[config.mk]
export PLATFORM = sky130hd
export DESIGN_NAME = usb_pkt_tx
export DESIGN_NICKNAME = d
export VERILOG_FILES = /design/src/rtl/usb_pkt_tx.sv
export SDC_FILE = /design/constraint.sdc
export NUM_CORES = 1
export LEC_CHECK = 0
export ABC_AREA = 1
export BUFFER_PORTS_ARGS = -buffer_cell sky130_fd_sc_hd__buf_2
export CORE_UTILIZATION = 35
export CTS_CLUSTER_SIZE = 40
export DETAILED_ROUTE_END_ITERATION = 12
export GPL_ROUTABILITY_DRIVEN = 0
export SYNTH_ARGS = -nofsm -noshare
export SYNTH_HDL_FRONTEND = slang
export SYNTH_SLANG_ARGS = --single-unit
[constraint.sdc]
create_clock -name clk -period 2 [get_ports clk]
set_input_delay 0.3 -clock clk [delete_from_list [all_inputs] [get_ports clk]]
set_output_delay 0.3 -clock clk [all_outputs]
set_load 0.03 [all_outputs]
[src/rtl/usb_pkt_tx.sv]
// USB packet transmitter: serialises TOKEN, SOF, HANDSHAKE and DATA packets into the byte
// stream for control_t, appending CRC5 (TOKEN/SOF) or CRC16 (DATA).
module usb_pkt_tx #(
    parameter int unsigned MAX_LEN = 1023,
    parameter int unsigned LEN_W   = 10,
    parameter bit          SOF_EN  = 1'b1
) (
    input  logic        clk,
    input  logic        rst_n,
    input  logic [3:0]  tx_pid,
    input  logic [6:0]  tx_addr,
    input  logic [3:0]  tx_endp,
    input  logic [10:0] tx_frame,
    input  logic        tx_zlp,
    input  logic        tx_valid,
    output logic        tx_ready,
    input  logic [7:0]  tx_dat,
    input  logic        tx_dat_valid,
    input  logic        tx_dat_last,
    output logic        tx_dat_ready,
    output logic        tx_to_sop,
    output logic        tx_to_eop,
    output logic        tx_to_valid,
    input  logic        tx_to_ready,
    output logic [7:0]  tx_to_data,
    output logic        tx_con_pid_en,
    output logic [3:0]  tx_con_pid,
    output logic        tx_err
);

    typedef enum logic [2:0] {StIdle, StPid, StTk1, StTk2, StDat, StCrcl, StCrch} state_e;

    // Both CRCs are kept bit-reflected so that bit 0 of the register is the coefficient
    // sent first on the wire; the complement of the register is then the field as sent.
    function automatic logic [4:0] crc5_upd(input logic [4:0] crc, input logic [10:0] f);
        logic [4:0] c;
        c = crc;
        for (int i = 0; i < 11; i++) begin
            if (c[0] ^ f[i]) c = (c >> 1) ^ 5'h14;
            else             c = c >> 1;
        end
        return c;
    endfunction

    function automatic logic [15:0] crc16_upd(input logic [15:0] crc, input logic [7:0] d);
        logic [15:0] c;
        c = crc;
        for (int i = 0; i < 8; i++) begin
            if (c[0] ^ d[i]) c = (c >> 1) ^ 16'hA001;
            else             c = c >> 1;
        end
        return c;
    endfunction

    state_e            state_q, state_d;
    logic [3:0]        pid_q, pid_d;
    logic [10:0]       field_q, field_d;
    logic              zlp_q, zlp_d;
    logic [4:0]        crc5_q, crc5_d;
    logic [15:0]       crc16_q, crc16_d;
    logic [LEN_W-1:0]  cnt_q, cnt_d;
    logic              pid_en_q, pid_en_d;
    logic              err_q, err_d;

    logic              is_sof;
    logic              unsup;
    logic [10:0]       field_in;
    logic              at_max;

    assign is_sof   = (tx_pid == 4'b0101);
    assign unsup    = (tx_pid[1:0] == 2'b00) || (is_sof && !SOF_EN);
    assign field_in = is_sof ? tx_frame : {tx_endp, tx_addr};
    assign at_max   = (cnt_q == LEN_W'(MAX_LEN - 1));

    assign tx_con_pid_en = pid_en_q;
    assign tx_con_pid    = pid_q;
    assign tx_err        = err_q;

    always_ff @(posedge clk or negedge rst_n) begin
        if (!rst_n) begin
            state_q  <= StIdle;
            pid_q    <= '0;
            field_q  <= '0;
            zlp_q    <= 1'b0;
            crc5_q   <= 5'h1F;
            crc16_q  <= 16'hFFFF;
            cnt_q    <= '0;
            pid_en_q <= 1'b0;
            err_q    <= 1'b0;
        end else begin
            state_q  <= state_d;
            pid_q    <= pid_d;
            field_q  <= field_d;
            zlp_q    <= zlp_d;
            crc5_q   <= crc5_d;
            crc16_q  <= crc16_d;
            cnt_q    <= cnt_d;
            pid_en_q <= pid_en_d;
            err_q    <= err_d;
        end
    end

    always_comb begin
        state_d      = state_q;
        pid_d        = pid_q;
        field_d      = field_q;
        zlp_d        = zlp_q;
        crc5_d       = crc5_q;
        crc16_d      = crc16_q;
        cnt_d        = cnt_q;
        pid_en_d     = pid_en_q;
        err_d        = 1'b0;
        tx_ready     = 1'b0;
        tx_to_valid  = 1'b0;
        tx_to_sop    = 1'b0;
        tx_to_eop    = 1'b0;
        tx_to_data   = {~pid_q, pid_q};
        tx_dat_ready = 1'b0;

        unique case (state_q)
            StIdle: begin
                tx_ready = 1'b1;
                if (tx_valid) begin
                    pid_d   = tx_pid;
                    field_d = field_in;
                    zlp_d   = tx_zlp;
                    crc5_d  = crc5_upd(5'h1F, field_in);
                    crc16_d = 16'hFFFF;
                    cnt_d   = '0;
                    if (unsup) begin
                        err_d = 1'b1;
                    end else begin
                        state_d  = StPid;
                        pid_en_d = 1'b1;
                    end
                end
            end
            StPid: begin
                tx_to_valid = 1'b1;
                tx_to_sop   = 1'b1;
                tx_to_eop   = (pid_q[1:0] == 2'b10);
                if (tx_to_ready) begin
                    pid_en_d = 1'b0;
                    case (pid_q[1:0])
                        2'b10:   state_d = StIdle;
                        2'b11:   state_d = zlp_q ? StCrcl : StDat;
                        default: state_d = StTk1;
                    endcase
                end
            end
            StTk1: begin
                tx_to_valid = 1'b1;
                tx_to_data  = field_q[7:0];
                if (tx_to_ready) state_d = StTk2;
            end
            StTk2: begin
                tx_to_valid = 1'b1;
                tx_to_eop   = 1'b1;
                tx_to_data  = {~crc5_q, field_q[10:8]};
                if (tx_to_ready) state_d = StIdle;
            end
            StDat: begin
                tx_to_valid  = tx_dat_valid;
                tx_to_data   = tx_dat;
                tx_dat_ready = tx_to_ready;
                if (tx_dat_valid && tx_to_ready) begin
                    crc16_d = crc16_upd(crc16_q, tx_dat);
                    cnt_d   = cnt_q + LEN_W'(1);
                    if (tx_dat_last) begin
                        state_d = StCrcl;
                    end else if (at_max) begin
                        err_d   = 1'b1;
                        state_d = StCrcl;
                    end
                end
            end
            StCrcl: begin
                tx_to_valid = 1'b1;
                tx_to_data  = ~crc16_q[7:0];
                if (tx_to_ready) state_d = StCrch;
            end
            StCrch: begin
                tx_to_valid = 1'b1;
                tx_to_eop   = 1'b1;
                tx_to_data  = ~crc16_q[15:8];
                if (tx_to_ready) state_d = StIdle;
            end
            default: state_d = StIdle;
        endcase
    end

endmodule

==> results of run 1 <==
## flip-flops by register name, summed over array words and instances, names as in the netlist
name	cells
crc16_q	16
field_q	11
cnt_q	10
crc5_q	5
tx_con_pid	4
state_q	3
tx_con_pid_en	1
tx_err	1
zlp_q	1
## power groups by stage
stage,Clock [mW],Combinational [mW],Sequential [mW]
after detailed placement,0,3.31,1.78
after CTS,0.689,4.05,1.81
after global placement,0,3.26,1.77
after floorplan,0,2.09,1.76
final,0.675,4.67,1.85
after global routing,0.729,5.01,1.89
## per-layer routing
| layer | vias to the layer above | part of all wire, % | global-route usage (%) |
|---|---|---|---|
| li1 | 1645 | - | - |
| met1 | 1674 | 42 | 27.6 |
| met2 | 109 | 51 | 36.0 |
| met3 | 27 | 3.8 | 2.37 |
| met4 | 0 | 3.0 | 7.69 |
| met5 | - | 0 | 0 |
## cells in the mapped netlist (4+ instances only)
master / n
o22ai_1: 10
nand3_1: 24
xnor2_1: 6
clkbuf_1: 4
nand2_2: 16
buf_2: 4
nand2_1: 96
a221oi_1: 6
dfrtp_1: 31
dfstp_2: 21
a22oi_1: 5
mux2i_1: 4
xor2_1: 11
nor2_1: 26
inv_1: 62
inv_2: 5
a21oi_1: 11
o21ai_0: 25
nor3_1: 7
## path summary, 6_finish.rpt
kind | from | slack (ns) | endpoint | depth (start not counted)
min in group asynchronous | rst_n | 0.49 | field_q[0]$_DFFE_PN0P_ | 3
max | state_q[0]$_DFFE_PN0P_ | -0.20 | tx_to_data[3] | 7
max in group asynchronous | rst_n | 1.18 | crc16_q[15]$_DFFE_PN1P_ | 3
min reg2reg | crc5_q[1]$_DFFE_PN1P_ | 0.47 | crc5_q[1]$_DFFE_PN1P_ | 2
max reg2reg | crc16_q[0]$_DFFE_PN1P_ | -0.11 | crc16_q[0]$_DFFE_PN1P_ | 19
min | tx_dat_last | 0.19 | tx_err$_DFF_PN0_ | 2
## worst reg2reg max path, stage by stage (launching register included)
cell and delay [ns]:
dfstp_2 0.56, inv_2 0.06, nand2_2 0.06, nand2_2 0.08, nand2_4 0.11, nand2_4 0.07, nand2_4 0.10, nand2_4 0.07
nand2_4 0.10, nand2_4 0.07, nand2_2 0.09, nand3_4 0.11, nand2_4 0.12, nand2_4 0.07, nand3_4 0.10, nand2_4 0.07
nand2_2 0.07, nand3_2 0.06, nand2_1 0.07, inv_1 0.03
## cell type report
cell class	instances	area (sq um)	share of cell area (%)
well taps	129	161	3.15
repair buffers	137	996	19.5
clock inverters	3	28.8	0.562
multi-input cells	294	2270	44.3
flip-flops and latches	52	1330	26.0
clock buffers	5	68.8	1.34
inverters	67	267	5.21
## metrics by stage
stage / worst slack [ns] / util (%) / instance area [sq um] / TNS, ns / cells
final: -0.199 / 55.1 / 5120 / -1.77 / 687
after global routing: -0.272 / 55.1 / 5120 / -3.47 / 687
after CTS: -0.166 / 50.4 / 4680 / -1.01 / 675
after detailed placement: -0.0638 / 44.8 / 4160 / -0.202 / 646
after global placement: -0.0130 / 44.8 / 4160 / -0.0284 / 646
after floorplan: 0.0260 / - / 3400 / 0 / 424
## cells by family (layout without fill, tap and decap cells)
| group | count (synthesis) | after routing |
|---|---|---|
| adder cells (fa/ha/maj) | 2 | 2 |
| buffers and inverters | 78 | 212 |
| AO/OA/AOI/OAI | 79 | 79 |
| flip-flops | 52 | 52 |
| multiplexers | 5 | 5 |
| XOR/XNOR | 23 | 23 |
| AND/OR/NAND/NOR | 185 | 185 |
## repair_timing
| item | in CTS | in global routing |
|---|---|---|
| buffers inserted | 20 | 14 |
| pin swaps | 16 | 40 |
| gates resized for setup | 69 | 86 |
| setup endpoints to repair | 14 | 42 |
| endpoints found under the hold margin | 31 | 0 |
| hold buffers | 1 | 0 |
==> results.json, run 1 <==
{
  "synth_edf_count": 0,
  "synth_top_family_by_area": "simple AND/OR/NAND/NOR gates",
  "maxCapViolCount": 0,
  "synth_area_leader_cell": "dfrtp_1",
  "synthAdderAreaFrac_pct": 0.740,
  "clockBufferDepth": 2,
  "critPathSlowestCell": "dfrtp_2",
  "cp_data_arrival_time_ns": 1.90,
  "p_per_area_mw_per_mm2": 1410,
  "timing_hold_violations_final": 0,
  "final_common_cell": "nand2_1",
  "max_freq_mhz": 455,
  "cp_max_fo": 6,
  "yosys-top-cells-area": "dfrtp_1 23%, dfstp_2 16%, nand2_1 11%",
  "die-area_sq_mm": 0.0101,
  "area_growth_pct": 51.5,
  "most-common-layout-cells": "76 x nand2_1, 69 x buf_4, 50 x buf_2, 48 x inv_1, 28 x dfrtp_1",
  "cts_root_buf": "clkbuf_8",
  "track_usage_pct": 21.1,
  "dpl.hpwl_microns": 7360,
  "dieWidth_microns": 100,
  "start_util_pct": 36.4,
  "synthFlopType": "dfrtp_1",
  "cpLargestDelayFamily": "buffers and inverters",
  "drcViolationCount": 0,
  "syn_nets": 467,
  "path_clk_slew_ns": 0.11,
  "vias_per_cell": 5.03,
  "io_pins": 60,
  "p_int_mw": 3.76,
  "crit_required_ns": 1.70,
  "violations": "setup timing",
  "power_frac_clock_pct": 9.4,
  "ir_drop_uv": 652,
  "setup_violations": 16,
  "status": "finished with violations",
  "coreArea_sq_mm": 0.00928,
  "dr.pass1.iters": 5,
  "ys_ff_latch": 52,
  "grt_pass1_vias": 3396,
  "slowest_delay_ns": 0.48,
  "syn-cell-area_sq_mm": 0.00338,
  "wl_per_cell_microns": 15.7,
  "fin_hold_ws_ns": 0.187,
  "synth_xor_area_share_pct": 8.07,
  "switching_share_pct": 47.7,
  "drt_iter0_drc": 151,
  "drive_above_1_share_pct": 52.5,
  "final_nets": 600,
  "power_mw": 7.20,
  "drv_slew": 0,
  "synthMuxAreaShare_pct": 1.85,
  "ys_seq_area_share_pct": 39.3,
  "ys_warn_count": 0,
  "grt_overflow": 0,
  "antennaDiodeCount": 0,
  "p_seq_share_pct": 25.7,
  "ys_types": 52,
  "fill_cells": 841,
  "cp_num_buf_inv": 3,
  "combPwrFrac_pct": 64.9,
  "start_kind": "register",
  "cts_tree": "done",
  "fin_crit_ns": 2.20,
  "die_y_microns": 100,
  "p_leak_nw": 2.54,
  "synth.avg_cell_area_sq_um": 7.97,
  "grt_pass1_wl_microns": 16500,
  "insertion_delay_ns": 0.31,
  "skew_ns": 0.00801,
  "antenna_found_initial": 0,
  "relSlewSlack_pct": 66.6,
  "worst_pin_slew_ns": 0.498,
  "rsz0062_at_grt": "yes",
  "cts.sinks": 52,
  "antenna_left": 0,
  "hp-class": "in2reg",
  "end_kind": "output port",
  "cts_buffers": 5,
  "h-tree-depth": 2,
  "yosys.area_share.simple_pct": 25.1,
  "wl_microns": 10800,
  "crit_path_cell_trace": "nor2_4 > nand2_4 > clkinvlp_4 > buf_6 > a221oi_4 > o2111ai_2 > buf_6",
  "grt_max_degree": 53,
  "p_switching_mw": 3.43,
  "fin_ws_ns": -0.199,
  "period_share_pct": 110,
  "syn_inst": 424,
  "cpMostUsedCell": "buf_6",
  "num_rows": 35,
  "async_flop_share_pct": 100,
  "vias": 3455,
  "port_buffers": 59,
  "crit_type": "reg2out",
  "synth_top_area_share_pct": 23.0,
  "synth_compound_area_share_pct": 15.5
}
Note: power is estimated with default switching activity, not from simulation.
==> inputs of run 2 (changes only) <==
CORE_UTILIZATION = 51   (was 35)
PLACE_DENSITY = 0.77   (was not set)
SKIP_LAST_GASP = 1   (was not set)
==> run 2 against run 1 <==
Effect of this change:
- the run ends with hold timing, setup timing left
- largest cell class unchanged
- highest routed layer unchanged
- worst hold slack lost 0.20 ns
- die area decreased by 31%
- sequential power fell by 3%
- design area is 5.7% lower
- total power decreased by 2.0%
- clock skew is 0.0061 ns higher
==> results.json, run 2 (synthesis gave the netlist of run 1 again) <==
{
  "status": "finished with violations",
  "violations": "hold timing, setup timing",
  "placed_area_sq_mm": 0.00404,
  "start_kind": "register",
  "hp-class": "in2async",
  "crit_type": "reg2out",
  "grt_use_met1_pct": 35.3,
  "setup_violations": 19,
  "cts.sinks": 52,
  "drive_above_1_share_pct": 46.4,
  "fin_ws_ns": -0.240,
  "cts_buffers": 5,
  "h-tree-depth": 2,
  "grt_pass1_wl_microns": 15600,
  "final_util_pct": 75.5,
  "port_buffers": 59,
  "period_share_pct": 112,
  "path_clk_slew_ns": 0.10,
  "power_mw": 7.05,
  "end_kind": "output port",
  "dpl.hpwl_microns": 6760,
  "track_usage_pct": 27.8,
  "timing_hold_violations_final": 13,
  "grt_max_degree": 31,
  "ir_drop_uv": 1560,
  "grt_overflow": 0,
  "use_met2_pct": 48.0,
  "area_growth_pct": 42.8,
  "finalNonFillerCells": 616,
  "fill_cells": 397,
  "hold_buffers": 0,
  "coreArea_sq_mm": 0.00639,
  "num_rows": 29,
  "die-area_sq_mm": 0.00696,
  "die_y_microns": 83.4,
  "crit_required_ns": 1.70,
  "most-common-layout-cells": "82 x nand2_1, 53 x inv_1, 50 x buf_2, 50 x buf_4, 30 x dfrtp_1",
  "drt_iter0_drc": 354,
  "fin_hold_ws_ns": -0.0154,
  "busiest_layer": "met2",
  "rsz0062_at_grt": "yes",
  "maxCapViolCount": 0,
  "antenna_found_initial": 0,
  "p_per_area_mw_per_mm2": 1460,
  "cp_max_fo": 7,
  "relSlewSlack_pct": 58.8,
  "antenna_left": 0,
  "fin_crit_ns": 2.24,
  "post-place-ws_ns": -0.0601,
  "worst_pin_slew_ns": 0.618,
  "grt_pass1_vias": 3351,
  "antennaDiodeCount": 0,
  "cts_root_buf": "clkbuf_8",
  "max_freq_mhz": 447,
  "cp_data_arrival_time_ns": 1.94,
  "design_area_sq_mm": 0.00482,
  "final_nets": 581,
  "drcViolationCount": 0,
  "p_leak_nw": 2.40,
  "largest_register": "crc16_q",
  "largest_reg_flops": 16,
  "skew_ns": 0.0141,
  "finalSetupTns_ns": -2.87,
  "wl_microns": 10900,
  "insertion_delay_ns": 0.32,
  "dieWidth_microns": 83.4,
  "grt_use_met3_pct": 3.88,
  "dr.pass1.iters": 5,
  "top_regs": "crc16_q (16), field_q (11), cnt_q (10)",
  "final_common_cell": "nand2_1",
  "vias_per_cell": 5.89,
  "drv_slew": 0,
  "vias": 3630,
  "wl_per_cell_microns": 17.8,
  "cts_tree": "done",
  "placed_cells": 587,
  "start_util_pct": 52.9,
  "io_pins": 60,
  "clockBufferDepth": 2
}
## run 2: cell types whose count changed in the layout (fill, tap and decap cells not counted), sizes merged
cell | before | now
clkinvlp | 2 | 1
inv | 68 | 67
clkbuf | 5 | 6
bufinv | 0 | 1
dlygate4sd3 | 1 | 0
buf | 136 | 118
## run 2: repair_timing
item,4_1_cts,5_1_grt
gates resized for setup,59,61
buffers inserted,11,10
setup endpoints to repair,14,35
pin swaps,16,23
## run 2: power by group
| part | total, mW | internal, mW | switching, mW | leakage [nW] |
|---|---|---|---|---|
| registers | 1.80 | 1.48 | 0.316 | 0.621 |
| logic | 4.50 | 1.84 | 2.66 | 1.72 |
| clock network | 0.757 | 0.379 | 0.378 | 0.0558 |
| total | 7.05 | 3.70 | 3.35 | 2.40 |
## run 2: worst paths after layout
path                            slack, ns              startpoint                   endpoint  depth (start not counted)
worst min-delay path                -0.02                   rst_n     state_q[2]$_DFFE_PN0P_                          1
max in group asynchronous            1.36                   rst_n    crc16_q[15]$_DFFE_PN1P_                          2
worst min register to register       0.48   crc5_q[3]$_DFFE_PN1P_      crc5_q[3]$_DFFE_PN1P_                          2
min in group clk                     0.19             tx_to_ready  tx_con_pid_en$_DFFE_PN0P_                          2
worst max-delay path                -0.24  state_q[0]$_DFFE_PN0P_              tx_to_data[3]                          7
worst max register to register      -0.22  crc16_q[1]$_DFFE_PN1P_    crc16_q[13]$_DFFE_PN1P_                         19
## run 2: area by class of cell
| type | instances | area, sq um | share of cell area, % |
|---|---|---|---|
| multi-input combinational | 294 | 2170 | 45.0 |
| timing repair buffer | 118 | 855 | 17.7 |
| tap | 77 | 96.3 | 2.00 |
| clock inverter | 2 | 38.8 | 0.804 |
| inverter | 67 | 263 | 5.45 |
| sequential | 52 | 1330 | 27.5 |
| clock buffer | 6 | 72.6 | 1.50 |
## run 2: layer usage
metal / share of wire, % / vias to the layer above
li1: - / 1618
met1: 38 / 1701
met2: 48 / 223
met3: 8.1 / 88
met4: 5.9 / 0
met5: 0 / -
## run 2: critical path, cell delays in order (launching register included)
cell	delay, ns
dfrtp_1	0.43
buf_6	0.13
nor2_4	0.04
nand2_4	0.08
clkinvlp_4	0.24
a221oi_4	0.36
o2111ai_2	0.17
buf_6	0.17
==> inputs of run 3 (changes only) <==
CORE_UTILIZATION = 56   (was 51)
PLACE_DENSITY = 0.8   (was 0.77)
clock period = 2.2 ns   (was 2 ns; I/O delays follow)
==> run 3 against run 2 <==
Effect of this change:
- the run ends with setup timing left
- worst setup slack gained 0.19 ns
- non-clock buffer count is 24 lower
- global-route usage increased by 0.79 points
==> results.json, run 3 (synthesis gave the netlist of run 1 again) <==
{
  "cp_max_fo": 5,
  "violations": "setup timing",
  "die_y_microns": 79.7,
  "final_common_cell": "nand2_1",
  "fin_hold_ws_ns": 0.143,
  "max_freq_mhz": 445,
  "final_nets": 557,
  "critPathSlowestCell": "dfrtp_2",
  "r2r-start": "crc16_q[0]$_DFFE_PN1P_",
  "vias_per_cell": 5.87,
  "wl_microns": 10100,
  "dpl.hpwl_microns": 6330,
  "path_clk_slew_ns": 0.09,
  "grt_overflow": 0,
  "dieWidth_microns": 79.7,
  "period_share_pct": 102,
  "port_buffers": 59,
  "crit_path_cell_trace": "inv_2 > buf_4 > nor3_4 > buf_4 > a221oi_2 > o211ai_1 > clkbuf_4",
  "status": "finished with violations",
  "crit_end": "tx_to_data[1]",
  "hp-class": "in2async",
  "cts.sinks": 52,
  "cpMostUsedCell": "buf_4",
  "largest_reg_flops": 16,
  "hold_buffers": 0,
  "ir_drop_uv": 1140,
  "grt_pass1_wl_microns": 13800,
  "track_usage_pct": 28.6,
  "largest_register": "crc16_q",
  "fin_ws_ns": -0.0479,
  "design_area_sq_mm": 0.00435,
  "placed_area_sq_mm": 0.00378,
  "io_pins": 60,
  "antennaDiodeCount": 0,
  "wl_per_cell_microns": 17.1,
  "rr_worst_depth": 19,
  "end_kind": "output port",
  "r2r_end": "crc16_q[0]$_DFFE_PN1P_",
  "dr.pass1.iters": 6,
  "post-place-ws_ns": 0.0916,
  "vias": 3445,
  "cp_num_cells": 7,
  "insertion_delay_ns": 0.31,
  "worst_pin_slew_ns": 0.675,
  "coreArea_sq_mm": 0.00568,
  "p_per_area_mw_per_mm2": 1290,
  "cpLargestDelayFamily": "buffers and inverters",
  "slowest_delay_ns": 0.48,
  "num_rows": 27,
  "cts_root_buf": "clkbuf_8",
  "cp_num_buf_inv": 4,
  "antenna_found_initial": 0,
  "drcViolationCount": 0,
  "cts_buffers": 5,
  "area_growth_pct": 28.7,
  "startpoint": "state_q[0]$_DFFE_PN0P_",
  "start_util_pct": 59.5,
  "cp_data_arrival_time_ns": 1.92,
  "h-tree-depth": 2,
  "maxCapViolCount": 0,
  "die-area_sq_mm": 0.00635,
  "finalNonFillerCells": 587,
  "drv_slew": 0,
  "most-common-layout-cells": "89 x nand2_1, 53 x inv_1, 51 x buf_2, 37 x buf_4, 28 x dfrtp_1",
  "fin_crit_ns": 2.25,
  "setup_violations": 5,
  "top_regs": "crc16_q (16), field_q (11), cnt_q (10)",
  "finalSetupTns_ns": -0.123,
  "drive_above_1_share_pct": 40.0,
  "cts_tree": "done",
  "skew_ns": 0.00474,
  "timing_hold_violations_final": 0,
  "grt_pass1_vias": 3043,
  "start_kind": "register",
  "p_leak_nw": 2.19,
  "drt_iter0_drc": 358,
  "crit_required_ns": 1.87,
  "crit_type": "reg2out",
  "relSlewSlack_pct": 55.0,
  "rsz0062_at_grt": "yes",
  "clockBufferDepth": 2,
  "antenna_left": 0,
  "reg2reg_slack_ns": 0,
  "grt_max_degree": 53,
  "placed_cells": 555
}
==> run 3: cell count changes in the layout (fill, tap and decap cells not counted), moves of 4 or more <==
cell     change
nand2_4      -4
buf_4       -13
nand2_1      +7
buf_6       -11
==> run 3: repair_timing <==
| item | CTS | global route |
|---|---|---|
| buffers inserted | 6 | 18 |
| endpoints found under the setup margin | 8 | 16 |
| gates resized for setup | 22 | 57 |
| pin swaps | 1 | 18 |
==> run 3: how the worst min path moves through the flow <==
stage,end,cells after the start,slack [ns]
4_1_cts,zlp_q$_DFFE_PN0P_,2,0.16
5_1_grt,tx_con_pid_en$_DFFE_PN0P_,2,0.20
3_3_place_gp,crc5_q[2]$_DFFE_PN1P_,2,0.46
3_5_place_dp,crc5_q[0]$_DFFE_PN1P_,2,0.47
2_1_floorplan,cnt_q[0]$_DFFE_PN0P_,0,0.03
6_report,state_q[0]$_DFFE_PN0P_,2,0.14
==> run 3: worst register-to-register path, stage by stage (launching register included) <==
cell,delay [ns]
dfstp_2,0.56
inv_2,0.06
nand2_1,0.07
nand2_2,0.08
nand2_4,0.11
nand2_4,0.08
nand2_4,0.10
nand2_4,0.07
nand2_4,0.11
nand2_4,0.09
nand2_4,0.08
nand3_4,0.09
nand2_4,0.12
nand2_2,0.08
nand3_2,0.11
buf_4,0.11
nand3_1,0.06
nand3_1,0.07
nand2_1,0.05
inv_1,0.05
==> run 3: final cells by class <==
cell class	instances	area [sq um]
well taps	72	90.1
clock buffers	6	72.6
clock inverters	2	11.3
flip-flops and latches	52	1330
multi-input cells	294	1990
repair buffers	94	593
fillers	381	1330
inverters	67	260
==> run 3: where the power goes <==
part,internal [mW],total (mW),switching (mW)
Combinational,1.26,3.37,2.11
Clock,0.225,0.554,0.330
Sequential,1.35,1.67,0.317
==> run 3: stage by stage <==
step           power, mW  util [%]
6_report            5.59      76.6
4_1_cts             4.99      70.0
3_5_place_dp        4.22      66.6
3_3_place_gp        4.18      66.6
5_1_grt             5.88      76.6
2_1_floorplan       3.46         -
==> run 3: routing by layer <==
layer / track usage (%) / wire, microns / up-vias
met2: 48.4 / 4870 / 217
li1: - / - / 1570
met3: 4.46 / 792 / 56
met1: 36.7 / 3940 / 1602
met5: 0 / 0 / -
met4: 10.5 / 460 / 0
